===== src/rtl/unified_mem_arbiter.sv =====
// Arbitrates one single-ported unified memory between fetch and load/store ports.
// Optional macro ARB_BACK2BACK_EN: re-arbitrate in the response cycle for zero-bubble issue.
module unified_mem_arbiter #(
    parameter int DATAW      = 32,
    parameter int ADDRW      = 32,
    parameter int STARVE_MAX = 4
) (
    input  logic             clock,
    input  logic             reset,
    input  logic             if_req,
    input  logic [ADDRW-1:0] if_addr,
    output logic             if_gnt,
    output logic             if_rvalid,
    output logic [DATAW-1:0] if_rdata,
    input  logic             d_req,
    input  logic             d_we,
    input  logic [1:0]       d_size,
    input  logic [ADDRW-1:0] d_addr,
    input  logic [DATAW-1:0] d_wdata,
    output logic             d_gnt,
    output logic             d_rvalid,
    output logic [DATAW-1:0] d_rdata,
    output logic             mem_valid,
    output logic             mem_we,
    output logic [1:0]       mem_size,
    output logic [ADDRW-1:0] mem_addr,
    output logic [DATAW-1:0] mem_wdata,
    input  logic             mem_rvalid,
    input  logic [DATAW-1:0] mem_rdata,
    output logic             busy
);

    localparam int CNTW = $clog2(STARVE_MAX + 1);

    typedef enum logic [1:0] {
        IDLE,
        WAIT_IF,
        WAIT_D
    } state_t;

    state_t            state, state_nxt;
    logic [CNTW-1:0]   starve_cnt;
    logic              owner_we;
    logic              resp;
    logic              decide;
    logic              fetch_forced;

    always_comb begin
        resp         = !reset && (state != IDLE) && mem_rvalid;
        decide       = !reset && (state == IDLE);
`ifdef ARB_BACK2BACK_EN
        if (resp) begin
            decide = 1'b1;
        end
`endif
        fetch_forced = if_req && (starve_cnt == CNTW'(STARVE_MAX));
        if_gnt       = decide && if_req && (fetch_forced || !d_req);
        d_gnt        = decide && d_req && !fetch_forced;

        mem_valid = 1'b0;
        mem_we    = 1'b0;
        mem_size  = '0;
        mem_addr  = '0;
        mem_wdata = '0;
        if (if_gnt) begin
            mem_valid = 1'b1;
            mem_size  = 2'b10;
            mem_addr  = if_addr;
        end else if (d_gnt) begin
            mem_valid = 1'b1;
            mem_we    = d_we;
            mem_size  = d_size;
            mem_addr  = d_addr;
            mem_wdata = d_wdata;
        end

        if_rvalid = resp && (state == WAIT_IF);
        d_rvalid  = resp && (state == WAIT_D);
        if_rdata  = if_rvalid ? mem_rdata : '0;
        d_rdata   = (d_rvalid && !owner_we) ? mem_rdata : '0;
        busy      = (state != IDLE);

        // A grant in the response cycle overrides the return to IDLE.
        state_nxt = state;
        if (resp) begin
            state_nxt = IDLE;
        end
        if (if_gnt) begin
            state_nxt = WAIT_IF;
        end else if (d_gnt) begin
            state_nxt = WAIT_D;
        end
    end

    always_ff @(posedge clock) begin
        if (reset) begin
            state      <= IDLE;
            starve_cnt <= '0;
            owner_we   <= 1'b0;
        end else begin
            state <= state_nxt;
            if (d_gnt) begin
                owner_we <= d_we;
            end
            if (!if_req || if_gnt) begin
                starve_cnt <= '0;
            end else if (d_gnt && (starve_cnt != CNTW'(STARVE_MAX))) begin
                starve_cnt <= starve_cnt + 1'b1;
            end
        end
    end

endmodule


===== config.mk =====
export PLATFORM = sky130hd
export DESIGN_NAME = unified_mem_arbiter
export DESIGN_NICKNAME = d
export VERILOG_FILES = /design/src/rtl/unified_mem_arbiter.sv
export SDC_FILE = /design/constraint.sdc
export NUM_CORES = 1
export LEC_CHECK = 0
export CORE_AREA = 2 2 105 107
export DETAILED_ROUTE_END_ITERATION = 8
export DIE_AREA = 0 0 107 109
export SYNTH_ARGS = -nofsm -noshare
export SYNTH_HDL_FRONTEND = slang
export SYNTH_SLANG_ARGS = --single-unit
export TNS_END_PERCENT = 30

===== constraint.sdc =====
create_clock -name clock -period 1.9 [get_ports clock]
set_input_delay 0.38 -clock clock [delete_from_list [all_inputs] [get_ports clock]]
set_output_delay 0.38 -clock clock [all_outputs]
set_load 0.005 [all_outputs]

==> out/metrics.csv, run 1 <==
metric,value,unit
hpwl dp,7090,um
IO buf count,272,
Wirelength per Cell,16.1,um
Hold Path Class,in2reg,
grt ovf,0,
Post-synth EDFFs,0,
f_max,453,MHz
clock insertion delay at the later pin of the skew report,230,ps
cell internal pwr,0.817,mW
clock sink total,6,
vias per cell,4.16,
drt initial violations,94,
Post-Syn Area,1390,um^2
leakage,2.45,nW
core region area,10600,um^2
RePlAce Congestion,0.778,
switching power,0.317,mW
first-pass GRT wire length,15300,um
Clock power frac,0.173,
Tightest Pin Transition,427,ps
library cells used by synthesis,28,
setup violators final,111,
DRC Markers,0,
Die Y,109,um
P&R area growth vs syn,247,%
Placed Area,4380,um^2
vias in the first global route,2887,
YS warnings,0,
worst hold stages,2,
crit path DAT,2320,ps
crit share post-route,1.16,
leading post-synthesis cells by cell area,"and2_1, a22o_1, and3_1",
Worst Setup Start Kind,register,
Final min period,2210,ps
biggest area consumer among synthesized cells,and2_1,
Starting Density,0.131,
FF-to-FF path depth,18,
layout cells sized above 1,0.475,
failing checks,negative setup slack,
kind of critical path,reg2reg,
nets@finish,660,
CTS tree,done,
"Primary FF master, synth",dfxtp_1,
GRT Total Usage,0.168,
r2r setup slk,-310,ps
Pre-antenna DRT Iters,4,
hold buffers post-CTS,0,
Root Buffer,clkbuf_8,
Post-Synthesis Cells,192,
Max IR drop VDD,238,uV
max-slew violations,0,
hold endpoint,owner_we,
sequential share of power,0.122,
Avg Inst Size Synth,7.22,um^2
largest net degree at the start of global routing,37,
Max Cap Viol,0,
RSZ-0062 raised after global routing,true,
setup ws final,-305,ps
#FFs+latches synth,6,
clock slew at reported path FFs,40,ps
Hold Startpoint,reset,
I/O pin count,273,
DR vias,2751,
Finished Core Util,0.453,
final WL,10600,um
Crit. End Element,register,
r2r startpoint,starve_cnt[0],
most common cell in the netlist,and2_1,
ys async rst share,0,
H-tree levels,1,
initial antenna violation count,1,
Worst EP required,2020,ps
PwrDens,236,nW/um^2
FF/Latch Area,130,um^2
syn_nets,330,
multi-input logic area,1230,um^2
Sw Ratio,0.280,
Post-DRT Antenna Nets,0,
die area,11700,um^2
worst-path fanout max,2,
status,finished with violations,
sequential-to-total area share from yosys stat,0.0866,
final instance area,4800,um^2
Worst Clk Skew,11.1,ps
Die Wd,107,um
r2r endpoint,starve_cnt[0],
Filler cells,1040,
clk buf depth,2,
# rows,38,
TritonCTS buffer count,3,
Logic pwr share,0.706,
Hold Fails Final Rpt,0,
synth cell count leaders,"and2_1, and3_1, a22o_1, buf_2",
top cell type's share of synthesized area,0.293,
Max-slew headroom,0.713,
==> worst max path at each step <==
stage	start	endpoint	slack, ps	cells past startpoint
floorplan	starve_cnt[0]	mem_addr[23]	10	8
global placement	reset	mem_addr[29]	-800	6
detailed placement	reset	mem_addr[2]	-840	6
CTS	starve_cnt[0]	mem_addr[2]	-370	11
global route	starve_cnt[0]	mem_addr[2]	-370	10
finish	starve_cnt[0]	starve_cnt[0]	-310	18
==> area by class of cell <==
class / count / area share
Antenna cell: 1 / 0.000521
Clock buffer: 3 / 0.00859
Timing Repair Buffer: 346 / 0.668
Tap cell: 140 / 0.0365
Sequential cell: 6 / 0.0271
Multi-Input combinational cell: 160 / 0.255
Inverter: 5 / 0.00391
==> worst max-delay path, cell delays in order, from the launching register on <==
cell,delay [ps]
dfxtp_2,330
inv_2,50
buf_4,120
buf_4,120
buf_4,120
buf_4,120
buf_4,120
buf_6,100
buf_6,100
buf_6,100
buf_6,100
buf_6,100
buf_6,100
buf_6,100
buf_6,100
buf_6,100
buf_6,100
nand3_2,50
a21oi_2,50
==> routing by layer <==
| metal | vias to the layer above | share of wire | GRT usage |
|---|---|---|---|
| met4 | 0 | 0.017 | 0.0399 |
| met3 | 14 | 0.084 | 0.0568 |
| met5 | - | 0 | 0 |
| met1 | 1252 | 0.37 | 0.171 |
| li1 | 1343 | - | - |
| met2 | 142 | 0.53 | 0.329 |
==> power by group through the flow <==
stage,registers [mW],logic [mW],clock network (mW)
CTS,0.138,0.794,0.195
global route,0.139,0.851,0.206
detailed placement,0.141,0.716,0
finish,0.138,0.801,0.196
floorplan,0.140,0.170,0
global placement,0.141,0.711,0
==> metrics by stage <==
| step | cells | setup WS, ps | total power, mW | hold slack [ps] | setup TNS, ps |
|---|---|---|---|---|---|
| after floorplan | 192 | 10.9 | 0.310 | 449 | 0 |
| after detailed placement | 602 | -842 | 0.857 | 563 | -102940 |
| after global routing | 660 | -365 | 1.20 | 455 | -22390 |
| after CTS | 658 | -366 | 1.13 | 432 | -16620 |
| after global placement | 602 | -800 | 0.852 | 563 | -100140 |
| final | 661 | -305 | 1.13 | 434 | -13210 |
==> state kept, by name, summed over array words and instances (netlist names) <==
| register | flops |
|---|---|
| state | 2 |
| owner_we | 1 |
| starve_cnt | 3 |
==> timing repair <==
action | 4_1_cts | 5_1_grt
setup endpoints to repair | 137 | 132
pin swaps | 57 | 20
cloned | 10 | 2
setup buffers | 45 | 6
hold endpoints to repair | 0 | 0
resized for setup | 555 | 48
==> layout by cell type, fill, tap and decap left out, types with 6 or more instances in the layout <==
| cell type | n |
|---|---|
| a22o_1 | 32 |
| and2_1 | 51 |
| and2_4 | 14 |
| and3_1 | 33 |
| buf_12 | 9 |
| buf_16 | 6 |
| buf_2 | 80 |
| buf_4 | 27 |
| buf_6 | 41 |
| clkbuf_2 | 21 |
| clkdlybuf4s15_2 | 23 |
| clkdlybuf4s50_1 | 131 |
==> cells by family after synthesis <==
kind of cell               count (synthesis)  share of synthesized area
adders and majority gates                  2                     0.0180
DFF                                        6                     0.0866
buffers and inverters                     26                     0.0975
and+or+nand+nor                          117                      0.542
AOI/OAI and AO/OA                         41                      0.255
Power figures use the tool's default switching activity.
==> inputs of run 2 (changes only) <==
- PLACE_DENSITY: not set -> 0.68
==> run 2 against run 1 <==
Against the previous run: the run still ends with negative setup slack left; first-iteration DRC count shrank 17%; via count grew 1.1%; hold slack gained 100 ps; critical endpoint is now mem_addr[10]; worst setup slack lost 38 ps; sequential power is essentially flat; largest cell class unchanged; global-route usage shrank 0.50 points; clock skew shrank 10 ps; final cell count shrank 1.5%.
==> out/metrics.csv, run 2 (same netlist as run 1, synthesis figures left out) <==
metric,value,unit
Tightest Pin Transition,385,ps
layout cells sized above 1,0.499,
Die Y,109,um
drt initial violations,78,
clk buf depth,2,
IO buf count,272,
sequential share of power,0.123,
diodes inserted,0,
Finished Core Util,0.463,
nets@finish,651,
Top Registers,"starve_cnt: 3 flops, state: 2 flops, owner_we: 1 flops",
setup violators final,130,
Hold Fails Final Rpt,0,
leakage,2.47,nW
overall power,1.15,mW
P&R area growth vs syn,254,%
DRC Markers,0,
clock sink total,6,
CTS tree,done,
Pre-antenna DRT Iters,4,
first-pass GRT wire length,15100,um
Die Wd,107,um
switching power,0.316,mW
Placed Area,4390,um^2
vias in the first global route,2852,
Logic pwr share,0.706,
max-slew violations,0,
Post-DRT Antenna Nets,0,
max FFs per register,3,
failing checks,negative setup slack,
core region area,10600,um^2
status,finished with violations,
crit path DAT,1860,ps
# rows,38,
I/O pin count,273,
"most common cell after layout, fill and taps aside",clkdlybuf4s50_1,
final WL,10400,um
f_max,446,MHz
initial antenna violation count,0,
vias per cell,4.27,
Worst Clk Skew,1.05,ps
GRT Total Usage,0.163,
Root Buffer,clkbuf_8,
largest net degree at the start of global routing,37,
Worst EP required,1520,ps
PwrDens,234,nW/um^2
Starting Density,0.131,
grt ovf,0,
TritonCTS buffer count,3,
Crit. End Element,output pin,
Wirelength per Cell,15.9,um
H-tree levels,1,
die area,11700,um^2
Hold Path Class,in2reg,
Sw Ratio,0.275,
hold buffers post-CTS,0,
RSZ-0062 raised after global routing,true,
DR vias,2781,
clock insertion delay at the later pin of the skew report,230,ps
crit share post-route,1.18,
Worst Setup Start Kind,register,
clock slew at reported path FFs,40,ps
WHS,536,ps
"commonest cells after routing, fill and taps aside","clkdlybuf4s50_1, buf_2, buf_6",
hpwl dp,7030,um
most flop-heavy register,starve_cnt,
cell internal pwr,0.832,mW
RePlAce Congestion,0.817,
worst-path fanout max,9,
Max-slew headroom,0.741,
Final min period,2240,ps
Max IR drop VDD,158,uV
Max Cap Viol,0,
Clock power frac,0.171,
kind of critical path,reg2out,
DP Worst Slack,-837,ps
setup ws final,-343,ps
final instance area,4910,um^2
[run 2: changes by cell type in the layout (fill, tap and decap cells not counted), sizes merged]
| cell | previous run | this run |
|---|---|---|
| buf | 166 | 179 |
| clkbuf | 26 | 11 |
| clkdlybuf4s15 | 23 | 12 |
| clkdlybuf4s50 | 131 | 132 |
| diode | 1 | 0 |
| dlygate4sd2 | 2 | 6 |
| dlymetal6s2s | 1 | 0 |
[run 2: final timing paths]
| kind | from | end | slack (ps) | cells past startpoint |
|---|---|---|---|---|
| worst max-delay path | starve_cnt[0] | mem_addr[10] | -340 | 10 |
| worst min-delay path | reset | state[1] | 540 | 4 |
| worst max register to register | state[1] | starve_cnt[2] | 450 | 6 |
| worst min register to register | state[1] | state[1] | 580 | 2 |
[run 2: worst max-delay path, cell delays in order (launching register included)]
cell and delay [ps]:
dfxtp_2 320, inv_2 70, ha_4 150, nand3_4 100, buf_6 130, and2_4 170
buf_4 140, buf_12 120, buf_16 130, a22o_1 170, buf_2 130
[run 2: routing by layer]
metal | global-route usage | up-vias | routed length, um
met5 | 0 | - | 0
met4 | 0.0176 | 0 | 66
met3 | 0.0478 | 7 | 1030
met2 | 0.323 | 158 | 5630
met1 | 0.176 | 1288 | 3650
li1 | - | 1328 | -
[run 2: metrics by stage]
stage          cells  setup TNS, ps
3_3_place_gp     604         -92360
6_report         651         -18280
4_1_cts          650         -14850
3_5_place_dp     604         -97330
5_1_grt          651         -26530
2_1_floorplan    192              0
[run 2: layout make-up]
cell class              instances  area [um^2]
inverters                       5         18.8
fillers                       977         5690
repair buffers                337         3250
well taps                     140          175
clock buffers                   3         41.3
flip-flops and latches          6          129
multi-input cells             160         1290
[run 2: what timing repair did]
action                                  4_1_cts  5_1_grt
gates resized for setup                     606       50
pin swaps                                    67       15
endpoints found under the setup margin      137      125
buffers inserted                             31        4
gates cloned                                 13        0
[run 2: power by group through the flow]
stage               Combinational [mW]  Clock, mW  Sequential, mW
floorplan                        0.170          0           0.140
global placement                 0.711          0           0.141
detailed placement               0.717          0           0.142
CTS                              0.810      0.204           0.140
global route                     0.865      0.208           0.141
finish                           0.811      0.196           0.141
